--- config.mk ---
export PLATFORM = sky130hd
export DESIGN_NAME = gd_sweep_ctrl
export DESIGN_NICKNAME = d
export VERILOG_FILES = /design/src/rtl/gd_sweep_ctrl.sv
export SDC_FILE = /design/constraint.sdc
export NUM_CORES = 1
export LEC_CHECK = 0
export ABC_AREA = 1
export CORE_UTILIZATION = 30
export CTS_BUF_LIST = sky130_fd_sc_hd__clkbuf_2
export CTS_CLUSTER_DIAMETER = 80
export DETAILED_ROUTE_END_ITERATION = 6
export DONT_BUFFER_PORTS = 1
export SLEW_MARGIN = 20
export SYNTH_ARGS = -nofsm -noshare
export SYNTH_HDL_FRONTEND = slang
export SYNTH_SLANG_ARGS = --single-unit
--- constraint.sdc ---
create_clock -name clk -period 2.5 [get_ports clk]
set_input_delay 0.25 -clock clk [delete_from_list [all_inputs] [get_ports clk]]
set_output_delay 0.25 -clock clk [all_outputs]
set_load 0.05 [all_outputs]
--- src/rtl/gd_sweep_ctrl.sv ---
// Sweep controller: runs an external gradient-descent optimizer from NUM_POINTS evenly
// spaced start points and keeps the lowest result it reports.
module gd_sweep_ctrl #(
  parameter int NUM_POINTS     = 4,
  parameter int TIMEOUT_CYCLES = 64,
  parameter int GAP_CYCLES     = 2
) (
  input  logic        clk,
  input  logic        rst_n,
  input  logic        start,
  input  logic [31:0] x_start_in,
  input  logic [31:0] x_step_in,
  input  logic [31:0] lr_in,
  output logic        start_op,
  output logic [31:0] initial_x_out,
  output logic [31:0] learning_rate_out,
  input  logic        done_op,
  input  logic [31:0] x_at_min_in,
  input  logic [31:0] y_min_in,
  output logic [31:0] best_x,
  output logic [31:0] best_y,
  output logic [7:0]  best_idx,
  output logic        busy,
  output logic        done,
  output logic        timeout_err
);

  localparam int TO_W  = $clog2(TIMEOUT_CYCLES + 1);
  localparam int GAP_W = $clog2(GAP_CYCLES + 1);
  localparam logic [TO_W-1:0]  TO_LAST   = TO_W'(TIMEOUT_CYCLES - 1);
  localparam logic [GAP_W-1:0] GAP_LAST  = GAP_W'(GAP_CYCLES - 1);
  localparam logic [8:0]       NUM_PTS_W = 9'(NUM_POINTS);
  localparam logic [31:0]      Y_MAX     = 32'h7FFF_FFFF;

  typedef enum logic [2:0] {
    IDLE,
    ISSUE,
    WAIT_CLR,
    WAIT_DONE,
    CAPTURE,
    RELEASE,
    FINISH
  } state_t;

  state_t            state;
  logic [31:0]       x_step_q;
  logic [7:0]        k;
  logic [TO_W-1:0]   to_cnt;
  logic [GAP_W-1:0]  gap_cnt;
  logic              to_expired;
  logic              more_points;
  logic              y_better;

  assign to_expired  = (to_cnt == TO_LAST);
  assign more_points = ({1'b0, k} + 9'd1) < NUM_PTS_W;
  assign y_better    = $signed(y_min_in) < $signed(best_y);

  // Outputs are registered one step ahead of the state they belong to, so start_op,
  // initial_x_out, busy and done change on the same edge the state is entered.
  // NOTE: sequential state uses non-blocking (<=) so every register samples the
  // pre-edge values; blocking here would create order-dependent simulation races.
  // NOTE: every register, datapath included, is cleared by the async reset because
  // all of them are visible outputs or feed outputs that must read zero in reset.
  always_ff @(posedge clk or negedge rst_n) begin
    if (!rst_n) begin
      state             <= IDLE;
      x_step_q          <= '0;
      k                 <= '0;
      to_cnt            <= '0;
      gap_cnt           <= '0;
      start_op          <= 1'b0;
      initial_x_out     <= '0;
      learning_rate_out <= '0;
      best_x            <= '0;
      best_y            <= '0;
      best_idx          <= '0;
      busy              <= 1'b0;
      done              <= 1'b0;
      timeout_err       <= 1'b0;
    end else begin
      case (state)
        IDLE: begin
          if (start) begin
            x_step_q          <= x_step_in;
            learning_rate_out <= lr_in;
            initial_x_out     <= x_start_in;
            k                 <= '0;
            best_x            <= '0;
            best_y            <= Y_MAX;
            best_idx          <= '0;
            timeout_err       <= 1'b0;
            busy              <= 1'b1;
            start_op          <= 1'b1;
            state             <= ISSUE;
          end
        end

        ISSUE: begin
          to_cnt <= '0;
          state  <= WAIT_CLR;
        end

        // WAIT_CLR first flushes a done_op left high by the previous run, so a
        // stale result is never captured for the new point.
        WAIT_CLR, WAIT_DONE: begin
          to_cnt <= to_cnt + 1'b1;
          if (to_expired) begin
            timeout_err <= 1'b1;
            start_op    <= 1'b0;
            busy        <= 1'b0;
            done        <= 1'b1;
            state       <= FINISH;
          end else if (state == WAIT_CLR && !done_op) begin
            state <= WAIT_DONE;
          end else if (state == WAIT_DONE && done_op) begin
            state <= CAPTURE;
          end
        end

        CAPTURE: begin
          if (y_better) begin
            best_y   <= y_min_in;
            best_x   <= x_at_min_in;
            best_idx <= k;
          end
          start_op <= 1'b0;
          gap_cnt  <= '0;
          state    <= RELEASE;
        end

        RELEASE: begin
          gap_cnt <= gap_cnt + 1'b1;
          if (gap_cnt == GAP_LAST) begin
            if (more_points) begin
              k             <= k + 8'd1;
              initial_x_out <= initial_x_out + x_step_q;
              start_op      <= 1'b1;
              state         <= ISSUE;
            end else begin
              busy  <= 1'b0;
              done  <= 1'b1;
              state <= FINISH;
            end
          end
        end

        FINISH: begin
          done  <= 1'b0;
          state <= IDLE;
        end

        default: state <= IDLE;
      endcase
    end
  end

endmodule

==> results.py, run 1 <==
metrics = {
    "outcome": {
        "status": "finished with violations",
        "failed_checks": "hold timing",
    },
    "critical_path": {
        "path_buf_inv": 4,
        "worstPathRequired_ps": 3280,
        "cpMostUsedCell": "nand2_1",
        "critPathKind": "reg2reg",
        "crit_arrival_ps": 3160,
        "crit_fanout": 47,
        "slowest_stage": "dlygate4sd3_1",
        "cp_top_family": "buffers and inverters",
        "start_kind": "flop",
        "worstPathCellList": "nor2_2, inv_1, nor2_1, nand2_2, inv_8, buf_16, nand2_1, dlygate4sd3_1, nand2_1",
        "slowest_delay_ps": 600,
        "critPathCaptureType": "flop",
    },
    "synth": {
        "ys_warn_count": 0,
        "syn_nets": 1812,
        "synth-edff-count": 0,
        "avgSynthCellArea_um2": 7.14,
        "ys_seq_area_share_pct": 42.5,
        "synth_flop_cell": "dfrtp_1",
        "synth-async-reset-ratio_pct": 100,
        "synth_cells": 1582,
        "synth-seq-cells": 192,
        "synth_area_um2": 11300,
        "ys_types": 42,
    },
    "sta": {
        "setup_viol_count_final": 0,
        "period_share_pct": 95.0,
        "setup_slack_ps": 126,
        "max_slew_margin_pct": 52.2,
        "fin_hold_ws_ps": -929,
        "hold_viol_final": 192,
        "slew_viol_final": 0,
        "min_period_ps": 2370,
        "worst_clock_skew_ps": 53.2,
        "fmax_ghz": 0.421,
        "worst_pin_slew_ps": 717,
    },
    "place": {
        "post-dp-hpwl_um": 24600,
        "pre_cts_ws_ps": 185,
        "routabilityCongestion": 0.900,
        "dpl_cell_area_um2": 12400,
        "io_buffers": 0,
    },
    "cells_and_area": {
        "nets": 2097,
        "layout-drive-gt1-share_pct": 9.36,
        "multi_input_area_um2": 5670,
        "layout_commonest_cell": "nand2_1",
        "fillers": 3756,
        "synthToLayoutAreaGrowth_pct": 32.7,
        "seqCellArea_um2": 4810,
        "final_area_um2": 15000,
        "antennaDiodeCount": 0,
        "final_cell_mix": "nand2_1, dlygate4sd3_1, dfrtp_1",
    },
    "clock_network": {
        "numCtsBuffers": 17,
        "cts.reportedPaths.clkPinSlew_ps": 320,
        "htree_levels": 4,
        "clkLatencyLatePin_ps": 830,
        "cts_tree": "yes",
        "cts_hold_buffers": 227,
        "cts_root_buffer": "clkbuf_2",
        "clock-sinks": 192,
        "ctsLongestPathBuffers": 2,
    },
    "global_route": {
        "grt_pass1_vias": 10986,
        "grt_pass1_wl_um": 57300,
        "overflow": 0,
        "grt_max_degree": 193,
        "antenna_found_initial": 0,
        "grt_usage_pct": 18.8,
    },
    "floorplan": {
        "dieWidth_um": 196,
        "placementRows": 70,
        "die_h_um": 196,
        "core_um2": 36900,
        "io_pins": 304,
        "fp.dieArea_um2": 38400,
        "initial_utilization_pct": 30.6,
    },
    "routing": {
        "drc": 0,
        "first_iter_violations": 551,
        "viasPerCell": 4.66,
        "wl_um": 36800,
        "postRouteAntennaNets": 0,
        "vias": 11099,
        "post_drt_wl_per_cell_um": 15.4,
        "first_pass_iters": 5,
    },
    "power_and_ir_drop": {
        "p_comb_share_pct": 58.0,
        "pwr-share-clk_pct": 8.4,
        "seqPwrFrac_pct": 33.6,
        "swShare_pct": 56.4,
        "finalPower_uw": 19900,
        "power_density_nw_per_um2": 1330,
        "leakagePower_uw": 0.00786,
        "power_switching_uw": 11200,
        "irDropWorstVdd_v": 0.000578,
        "intPower_uw": 8700,
    },
    "flow_run": {
        "maxCapViolations": 0,
    },
    "min_path": {
        "min_path_type": "in2async",
    },
}
[flip-flops by register name, indices dropped and copies added (netlist names), 7 cells and up]
signal             count
initial_x_out         32
x_step_q              32
k                      8
to_cnt                 7
best_x                32
best_idx               8
learning_rate_out     32
best_y                32
[power groups by stage]
stage                     sequential, µW  combinational, µW  clock (µW)
after floorplan                     8390               6060           0
after global placement              6750              10800           0
after detailed placement            6770              10900           0
after CTS                           6710              11400        1770
after global routing                6840              12800        1870
final                               6700              11600        1680
[area by class of cell]
class	instances	area share, %
timing repair buffer	322	20.3
multi-input combinational	1175	37.8
clock inverter	15	1.08
tap	504	4.20
clock buffer	17	0.567
sequential	192	32.0
inverter	159	4.04
[cells in the mapped netlist, types with 10 or more instances]
master	number	share of area, %
a21oi_1	56	2.5
buf_1	10	0.33
buf_2	12	0.53
clkbuf_1	29	0.96
dfrtp_1	192	43
ha_1	65	7.2
inv_1	155	5.1
nand2_1	645	21
nand3_1	125	5.5
nor2_1	124	4.1
nor3_1	12	0.53
o21ai_0	49	2.2
or2_0	12	0.66
or2_2	30	1.7
[worst register-to-register path: cells and delay by family (launching register included)]
kind                   cells  cell delay (ps)
buffers and inverters      4             1100
DFF                        1              490
and+or+nand+nor            5              740
[cells by family (layout without fill, tap and decap cells)]
kind of cell | after synthesis | in the layout | synth area share, %
AND/OR/NAND/NOR | 973 | 973 | 35.6
buffers and inverters | 215 | 513 | 7.55
flip-flops | 192 | 192 | 42.5
AO/OA/AOI/OAI | 122 | 122 | 5.80
adder cells (fa/ha/maj) | 66 | 66 | 7.38
XOR/XNOR | 13 | 13 | 1.01
multiplexers | 1 | 1 | 0.0997
[metrics by stage]
stage	TNS (ps)	utilization, %	hold slack, ps	cells
after floorplan	0	-	-45.6	1582
after global placement	0	33.6	-37.7	2117
after detailed placement	0	33.6	-37.3	2117
after CTS	0	40.4	-1100	2376
after global routing	-8.23	40.7	-1100	2384
final	0	40.7	-929	2384
[final timing paths]
kind,endpoint,startpoint,slack [ps],cells past startpoint
setup / recovery,x_step_q[20]$_DFFE_PN0P_,state[1]$_DFFE_PN0P_,130,9
max in group asynchronous,learning_rate_out[6]$_DFFE_PN0P_,rst_n,3100,0
min in group clk,best_x[0]$_DFFE_PN0P_,x_at_min_in[0],150,5
setup reg to reg,x_step_q[20]$_DFFE_PN0P_,state[1]$_DFFE_PN0P_,130,9
hold reg to reg,k[4]$_DFFE_PN0P_,k[4]$_DFFE_PN0P_,520,2
hold / removal,best_y[14]$_DFFE_PN0P_,rst_n,-930,0
[layer usage]
metal	vias up	global-route usage (%)	wire length, µm
li1	5537	-	-
met1	5194	23.1	15800
met2	343	32.9	17800
met3	25	5.35	2760
met4	0	3.21	373
met5	-	0	0
[timing repair]
item,CTS,global route
endpoints found under the setup margin,0,37
endpoints found under the hold margin,374,192
setup buffers,0,8
resized for setup,0,15
No activity file was read; power rests on OpenSTA's default activity.
==> run 2, diff against run 1 <==
--- a/config.mk
+++ b/config.mk
@@ -11,7 +11,7 @@
 export CTS_CLUSTER_DIAMETER = 80
 export DETAILED_ROUTE_END_ITERATION = 6
 export DONT_BUFFER_PORTS = 1
-export SLEW_MARGIN = 20
+export PLACE_DENSITY = 0.49
 export SYNTH_ARGS = -nofsm -noshare
 export SYNTH_HDL_FRONTEND = slang
 export SYNTH_SLANG_ARGS = --single-unit
==> results.py, run 2 (synthesized netlist as in run 1, its figures left out) <==
metrics = {
    "power_and_ir_drop": {
        "leakagePower_uw": 0.00778,
        "power_density_nw_per_um2": 1330,
        "irDropWorstVdd_v": 0.000591,
    },
    "routing": {
        "first_iter_violations": 533,
        "wl_um": 36300,
        "vias": 10959,
        "first_pass_iters": 6,
        "viasPerCell": 4.60,
        "postRouteAntennaNets": 0,
        "drc": 0,
        "post_drt_wl_per_cell_um": 15.3,
    },
    "clock_network": {
        "ctsLongestPathBuffers": 2,
        "htree_levels": 4,
        "cts.reportedPaths.clkPinSlew_ps": 300,
        "cts_hold_buffers": 227,
        "cts_root_buffer": "clkbuf_2",
        "numCtsBuffers": 17,
        "cts_tree": "yes",
        "clock-sinks": 192,
        "clkLatencyLatePin_ps": 830,
    },
    "global_route": {
        "antenna_found_initial": 1,
        "grt_max_degree": 193,
        "grt_usage_pct": 19.2,
        "overflow": 0,
        "grt_pass1_vias": 10984,
        "grt_pass1_wl_um": 58300,
    },
    "critical_path": {
        "reg2reg_from": "initial_x_out[0]$_DFFE_PN0P_",
        "slowest_delay_ps": 500,
        "r2r_cells": 17,
        "critPathCaptureType": "flop",
        "r2r_slack_ps": 140,
        "r2r_end": "initial_x_out[10]$_DFFE_PN0P_",
        "start_kind": "flop",
        "critPathKind": "reg2reg",
        "crit_fanout": 3,
        "worstPathRequired_ps": 3280,
        "crit_arrival_ps": 3130,
        "worstPathCellList": "ha_4, inv_1, fa_2, inv_1, nand3_1, nand2_2, inv_1, nor2_2, nor2_1, o21bai_1, buf_4, buf_4, or2_2, nand3_1, nand2_1, nand2_1, nand2_1",
        "slowest_stage": "dfrtp_2",
    },
    "sta": {
        "worst_clock_skew_ps": 47.3,
        "final.setup.tns_ps": 0,
        "min_period_ps": 2360,
        "fmax_ghz": 0.424,
        "fin_hold_ws_ps": -923,
        "hold_viol_final": 192,
        "worst_pin_slew_ps": 818,
        "max_slew_margin_pct": 45.4,
        "period_share_pct": 94.3,
        "slew_viol_final": 0,
        "setup_viol_count_final": 0,
    },
    "floorplan": {
        "io_pins": 304,
        "die_h_um": 196,
        "initial_utilization_pct": 30.6,
        "fp.dieArea_um2": 38400,
        "placementRows": 70,
        "dieWidth_um": 196,
        "core_um2": 36900,
    },
    "place": {
        "routabilityCongestion": 0.869,
        "dp.cells": 2124,
        "post-dp-hpwl_um": 24500,
        "dpl_cell_area_um2": 12500,
        "io_buffers": 0,
    },
    "cells_and_area": {
        "instances_no_fill": 2383,
        "layout-drive-gt1-share_pct": 9.21,
        "final_cell_mix": "nand2_1, dlygate4sd3_1, dfrtp_1",
        "synthToLayoutAreaGrowth_pct": 32.6,
        "fillers": 3769,
        "fin_util_pct": 40.6,
        "final_area_um2": 15000,
        "layout_commonest_cell": "nand2_1",
        "nets": 2097,
    },
    "outcome": {
        "status": "finished with violations",
        "failed_checks": "hold timing",
    },
    "flow_run": {
        "maxCapViolations": 0,
    },
    "min_path": {
        "min_path_type": "in2async",
    },
}
==> run 2: cell count changes in the layout (fill, tap and decap cells not counted), sizes merged <==
cell	delta
diode	+1
bufinv	-1
clkbuf	+2
inv	-1
clkinv	-2
==> run 2: stage by stage <==
step	setup WS [ps]	total power (µW)	hold slack (ps)
2_1_floorplan	32.7	14400	-45.6
3_3_place_gp	143	17800	-35.7
3_5_place_dp	85.0	17900	-36.9
4_1_cts	16.7	20000	-1070
5_1_grt	-9.27	21700	-1090
6_report	142	19900	-923
==> run 2: cell type report <==
class / instances / area [µm²] / share of cell area, %
Timing Repair Buffer: 322 / 3080 / 20.5
Antenna cell: 1 / 2.50 / 0.0167
Multi-Input combinational cell: 1175 / 5670 / 37.9
Tap cell: 504 / 631 / 4.21
Inverter: 159 / 601 / 4.01
Clock inverter: 11 / 95.1 / 0.635
Sequential cell: 192 / 4810 / 32.1
Clock buffer: 19 / 95.1 / 0.635
==> run 2: repair_timing <==
action | 4_1_cts | 5_1_grt
resized for setup | 0 | 13
hold endpoints to repair | 366 | 192
setup endpoints to repair | 0 | 65
setup buffers | 0 | 1
==> run 2: report_power, final <==
part / internal (µW) / switching (µW) / leakage, µW
registers: 4330 / 2410 / 0.00242
clock network: 350 / 1150 / 0.000115
logic: 4080 / 7630 / 0.00524
==> run 2: worst max path at each step <==
| stage | startpoint | endpoint | slack [ps] |
|---|---|---|---|
| 3_5_place_dp | initial_x_out[0]$_DFFE_PN0P_ | initial_x_out[22]$_DFFE_PN0P_ | 80 |
| 2_1_floorplan | initial_x_out[1]$_DFFE_PN0P_ | initial_x_out[22]$_DFFE_PN0P_ | 30 |
| 3_3_place_gp | initial_x_out[0]$_DFFE_PN0P_ | initial_x_out[22]$_DFFE_PN0P_ | 140 |
| 5_1_grt | initial_x_out[0]$_DFFE_PN0P_ | initial_x_out[10]$_DFFE_PN0P_ | -9 |
| 6_report | initial_x_out[0]$_DFFE_PN0P_ | initial_x_out[10]$_DFFE_PN0P_ | 140 |
| 4_1_cts | state[0]$_DFFE_PN0P_ | learning_rate_out[12]$_DFFE_PN0P_ | 20 |
==> run 2: per-layer routing <==
layer  track usage (%)  routed length [µm]  up-vias
met5                 0                   0        -
met4              3.79                 337        0
met3              5.02                2490       22
met2              33.0               17500      309
met1              24.1               16000     5102
li1                  -                   -     5526
==> run 2: worst max-delay path, delay by kind of cell (launching register included) <==
kind                     cells  cell delay [ps]
AND/OR/NAND/NOR              9              840
flip-flops                   1              500
buffers and inverters        5              440
adder cells (fa/ha/maj)      2              380
AO/OA/AOI/OAI                1              130
==> run 3, diff against run 2 <==
--- a/config.mk
+++ b/config.mk
@@ -6,12 +6,12 @@
 export NUM_CORES = 1
 export LEC_CHECK = 0
 export ABC_AREA = 1
-export CORE_UTILIZATION = 30
+export CORE_UTILIZATION = 67
 export CTS_BUF_LIST = sky130_fd_sc_hd__clkbuf_2
 export CTS_CLUSTER_DIAMETER = 80
 export DETAILED_ROUTE_END_ITERATION = 6
 export DONT_BUFFER_PORTS = 1
-export PLACE_DENSITY = 0.49
+export PLACE_DENSITY = 0.88
 export SYNTH_ARGS = -nofsm -noshare
 export SYNTH_HDL_FRONTEND = slang
 export SYNTH_SLANG_ARGS = --single-unit
==> results.py, run 3 <==
metrics = {
    "place": {
        "routabilityCongestion": 0.991,
        "pre_cts_ws_ps": 112,
        "post-dp-hpwl_um": 21300,
        "dpl_cell_area_um2": 12000,
        "io_buffers": 0,
    },
    "clock_network": {
        "numCtsBuffers": 17,
        "ctsLongestPathBuffers": 2,
        "post-cts-setup-buffers": 0,
        "htree_levels": 4,
        "clock-sinks": 192,
        "cts_root_buffer": "clkbuf_2",
    },
    "synth": {
        "synth_flop_cell": "dfrtp_1",
        "synth-async-reset-ratio_pct": 100,
        "synth_top_area_share_pct": 42.5,
        "synth.area.top_cells": "dfrtp_1, nand2_1, ha_1",
        "synth-edff-count": 0,
        "synth_top_family_by_area": "simple AND/OR/NAND/NOR gates",
        "synth_fa_ha_area_share_pct": 7.38,
        "ys_types": 42,
        "synth_cells": 1582,
        "synthMuxAreaShare_pct": 0.0997,
        "synth_compound_area_share_pct": 5.80,
        "ys_seq_area_share_pct": 42.5,
        "synth_area_um2": 11300,
        "synth_area_leader_cell": "dfrtp_1",
        "syn_nets": 1812,
        "synth.most_common_cell": "nand2_1",
        "synth-seq-cells": 192,
        "yosys-top-cells-count": "nand2_1, dfrtp_1, inv_1, nand3_1, nor2_1",
        "avgSynthCellArea_um2": 7.14,
        "ys_warn_count": 0,
        "synth-xor-area-share_pct": 1.01,
        "yosys.area_share.simple_pct": 35.6,
    },
    "floorplan": {
        "initial_utilization_pct": 68.4,
        "die_h_um": 132,
        "placementRows": 47,
        "io_pins": 304,
        "dieWidth_um": 132,
    },
    "outcome": {
        "status": "did not finish",
        "haltStage": "5_1_grt",
        "first-error": "[ERROR GRT-0232] Routing congestion too high. Check the congestion heatmap in the GUI.",
    },
    "global_route": {
        "overflow": 4,
        "grt_usage_pct": 69.4,
        "grt_max_degree": 193,
    },
    "sta": {
        "endpoint_type": "sequential cell input",
        "postGrtWorstEndpoint": "initial_x_out[31]$_DFFE_PN0P_/D",
    },
}
## run 3: per-stage QoR
stage / utilization, % / std cells
floorplan: - / 1582
global placement: 72.5 / 1830
detailed placement: 72.5 / 1830
CTS: 86.6 / 2070
## run 3: repair_timing
action / CTS
resized for setup: 0
endpoints found under the hold margin: 358
hold buffers: 208
## run 3: kinds of logic after synthesis
| kind of cell | after synthesis |
|---|---|
| xor+xnor | 13 |
| flops | 192 |
| compound gates | 122 |
| mux | 1 |
| buf+inv | 215 |
| fa+ha+maj | 66 |
| simple gates | 973 |
## run 3: layer usage
| metal | overflow | GRT usage, % |
|---|---|---|
| met5 | 0 | 7.22 |
| met4 | 1 | 69.3 |
| met3 | 0 | 49.1 |
| met2 | 3 | 92.6 |
| met1 | 0 | 68.4 |
==> run 4, diff against run 3 <==
==> config.mk (replaced) <==
export PLATFORM = sky130hd
export DESIGN_NAME = gd_sweep_ctrl
export DESIGN_NICKNAME = d
export VERILOG_FILES = /design/src/rtl/gd_sweep_ctrl.sv
export SDC_FILE = /design/constraint.sdc
export NUM_CORES = 1
export LEC_CHECK = 0
export ABC_AREA = 1
export CORE_UTILIZATION = 40
export DETAILED_ROUTE_END_ITERATION = 6
export DONT_BUFFER_PORTS = 1
export PLACE_DENSITY_LB_ADDON = 0.15
export SYNTH_ARGS = -nofsm -noshare
export SYNTH_HDL_FRONTEND = slang
export SYNTH_SLANG_ARGS = --single-unit
==> results.py, run 4 (synthesized netlist as in run 1, its figures left out) <==
metrics = {
    "sta": {
        "worst_pin_slew_ps": 718,
        "slew_viol_final": 0,
        "hold_viol_final": 192,
        "min_period_ps": 2290,
        "max_slew_margin_pct": 52.1,
        "worst_clock_skew_ps": 18.9,
        "fin_hold_ws_ps": -485,
        "setup_viol_count_final": 0,
        "final.setup.tns_ps": 0,
        "fmax_ghz": 0.437,
        "period_share_pct": 91.5,
    },
    "critical_path": {
        "r2r_slack_ps": 210,
        "critPathKind": "reg2reg",
        "start_kind": "flop",
        "r2r_end": "initial_x_out[22]$_DFFE_PN0P_",
        "r2r_cells": 18,
        "worstPathRequired_ps": 2830,
        "critPathCaptureType": "flop",
        "crit_fanout": 3,
        "reg2reg_from": "initial_x_out[0]$_DFFE_PN0P_",
        "crit_arrival_ps": 2620,
    },
    "outcome": {
        "failed_checks": "hold timing",
        "status": "finished with violations",
    },
    "place": {
        "io_buffers": 0,
        "dp.cells": 1994,
        "post-dp-hpwl_um": 22900,
        "routabilityCongestion": 0.920,
    },
    "clock_network": {
        "ctsLongestPathBuffers": 2,
        "cts.reportedPaths.clkPinSlew_ps": 80,
        "clkLatencyLatePin_ps": 440,
        "cts_tree": "yes",
        "post-cts-setup-buffers": 0,
        "cts_root_buffer": "clkbuf_16",
        "numCtsBuffers": 17,
        "htree_levels": 4,
        "cts_hold_buffers": 67,
        "clock-sinks": 192,
    },
    "floorplan": {
        "core_um2": 27800,
        "placementRows": 61,
        "fp.dieArea_um2": 28900,
        "io_pins": 304,
        "dieWidth_um": 170,
        "die_h_um": 170,
        "initial_utilization_pct": 40.7,
    },
    "global_route": {
        "overflow": 0,
        "grt_pass1_wl_um": 50800,
        "grt_pass1_vias": 10024,
        "antenna_found_initial": 3,
        "grt_max_degree": 193,
        "grt_usage_pct": 22.4,
    },
    "routing": {
        "first_iter_violations": 596,
        "vias": 10300,
        "post_drt_wl_per_cell_um": 15.4,
        "postRouteAntennaNets": 0,
        "wl_um": 32300,
        "viasPerCell": 4.92,
        "first_pass_iters": 6,
        "drc": 0,
    },
    "power_and_ir_drop": {
        "finalPower_uw": 20400,
        "irDropWorstVdd_v": 0.000647,
        "leakagePower_uw": 0.00735,
        "power_density_nw_per_um2": 1510,
    },
    "cells_and_area": {
        "layout-drive-gt1-share_pct": 9.91,
        "nets": 1932,
        "layout_commonest_cell": "nand2_1",
        "synthToLayoutAreaGrowth_pct": 19.3,
        "final_cell_mix": "nand2_1, dfrtp_1, inv_1",
        "instances_no_fill": 2095,
    },
    "flow_run": {
        "maxCapViolations": 0,
    },
    "min_path": {
        "min_path_type": "in2async",
    },
}
[run 4: layout make-up]
type | count | area, µm²
clock buffer | 20 | 447
tap | 378 | 473
clock inverter | 12 | 124
inverter | 159 | 599
fill | 2862 | 14300
timing repair buffer | 157 | 1360
sequential | 192 | 4810
multi-input combinational | 1175 | 5670
antenna | 2 | 5.00
[run 4: critical path, stage by stage, from the launching register on]
cell	delay, ps
dfrtp_2	370
ha_2	190
inv_1	50
fa_1	370
inv_1	60
nand3_1	60
nand2_1	110
inv_1	60
nor2_2	120
nor2_2	70
o21ai_1	140
buf_4	170
nand2_1	70
nand2_1	80
nand2_1	50
nand3_1	70
nand2_1	50
nand2_1	50
nand2_1	50
[run 4: how the worst max path moves through the flow]
stage | start | end | slack (ps) | cells past startpoint
finish | initial_x_out[0]$_DFFE_PN0P_ | initial_x_out[22]$_DFFE_PN0P_ | 210 | 18
global placement | initial_x_out[0]$_DFFE_PN0P_ | initial_x_out[22]$_DFFE_PN0P_ | 180 | 18
detailed placement | initial_x_out[0]$_DFFE_PN0P_ | initial_x_out[22]$_DFFE_PN0P_ | 130 | 18
CTS | initial_x_out[0]$_DFFE_PN0P_ | initial_x_out[22]$_DFFE_PN0P_ | 120 | 18
global route | x_step_q[0]$_DFFE_PN0P_ | initial_x_out[22]$_DFFE_PN0P_ | -10 | 18
floorplan | initial_x_out[1]$_DFFE_PN0P_ | initial_x_out[22]$_DFFE_PN0P_ | 30 | 16
[run 4: layer usage]
metal  share of wire [%]  up-vias  GRT usage (%)
met5                   0        -              0
met4                 1.9        0           7.87
met3                 7.6       33           6.00
met2                  46      319           36.9
met1                  44     4747           28.1
li1                    -     5201              -
[run 4: through the flow]
step	instance area (µm²)	setup WS, ps	hold WS [ps]	util (%)
final	13500	213	-485	48.5
after global routing	13500	-12.7	-515	48.5
after CTS	13500	120	-512	48.4
after detailed placement	12200	133	-34.4	44.0
after global placement	12200	175	-36.3	44.0
after floorplan	11300	32.7	-45.6	-
[run 4: where the power goes]
group          switching [µW]  total, µW  internal (µW)
combinational            7450      10900           3500
clock                    1310       2740           1430
sequential               2350       6700           4350
[run 4: timing repair]
action | 4_1_cts | 5_1_grt
endpoints found under the hold margin | 259 | 192
setup endpoints to repair | 0 | 10
resized for setup | 0 | 7
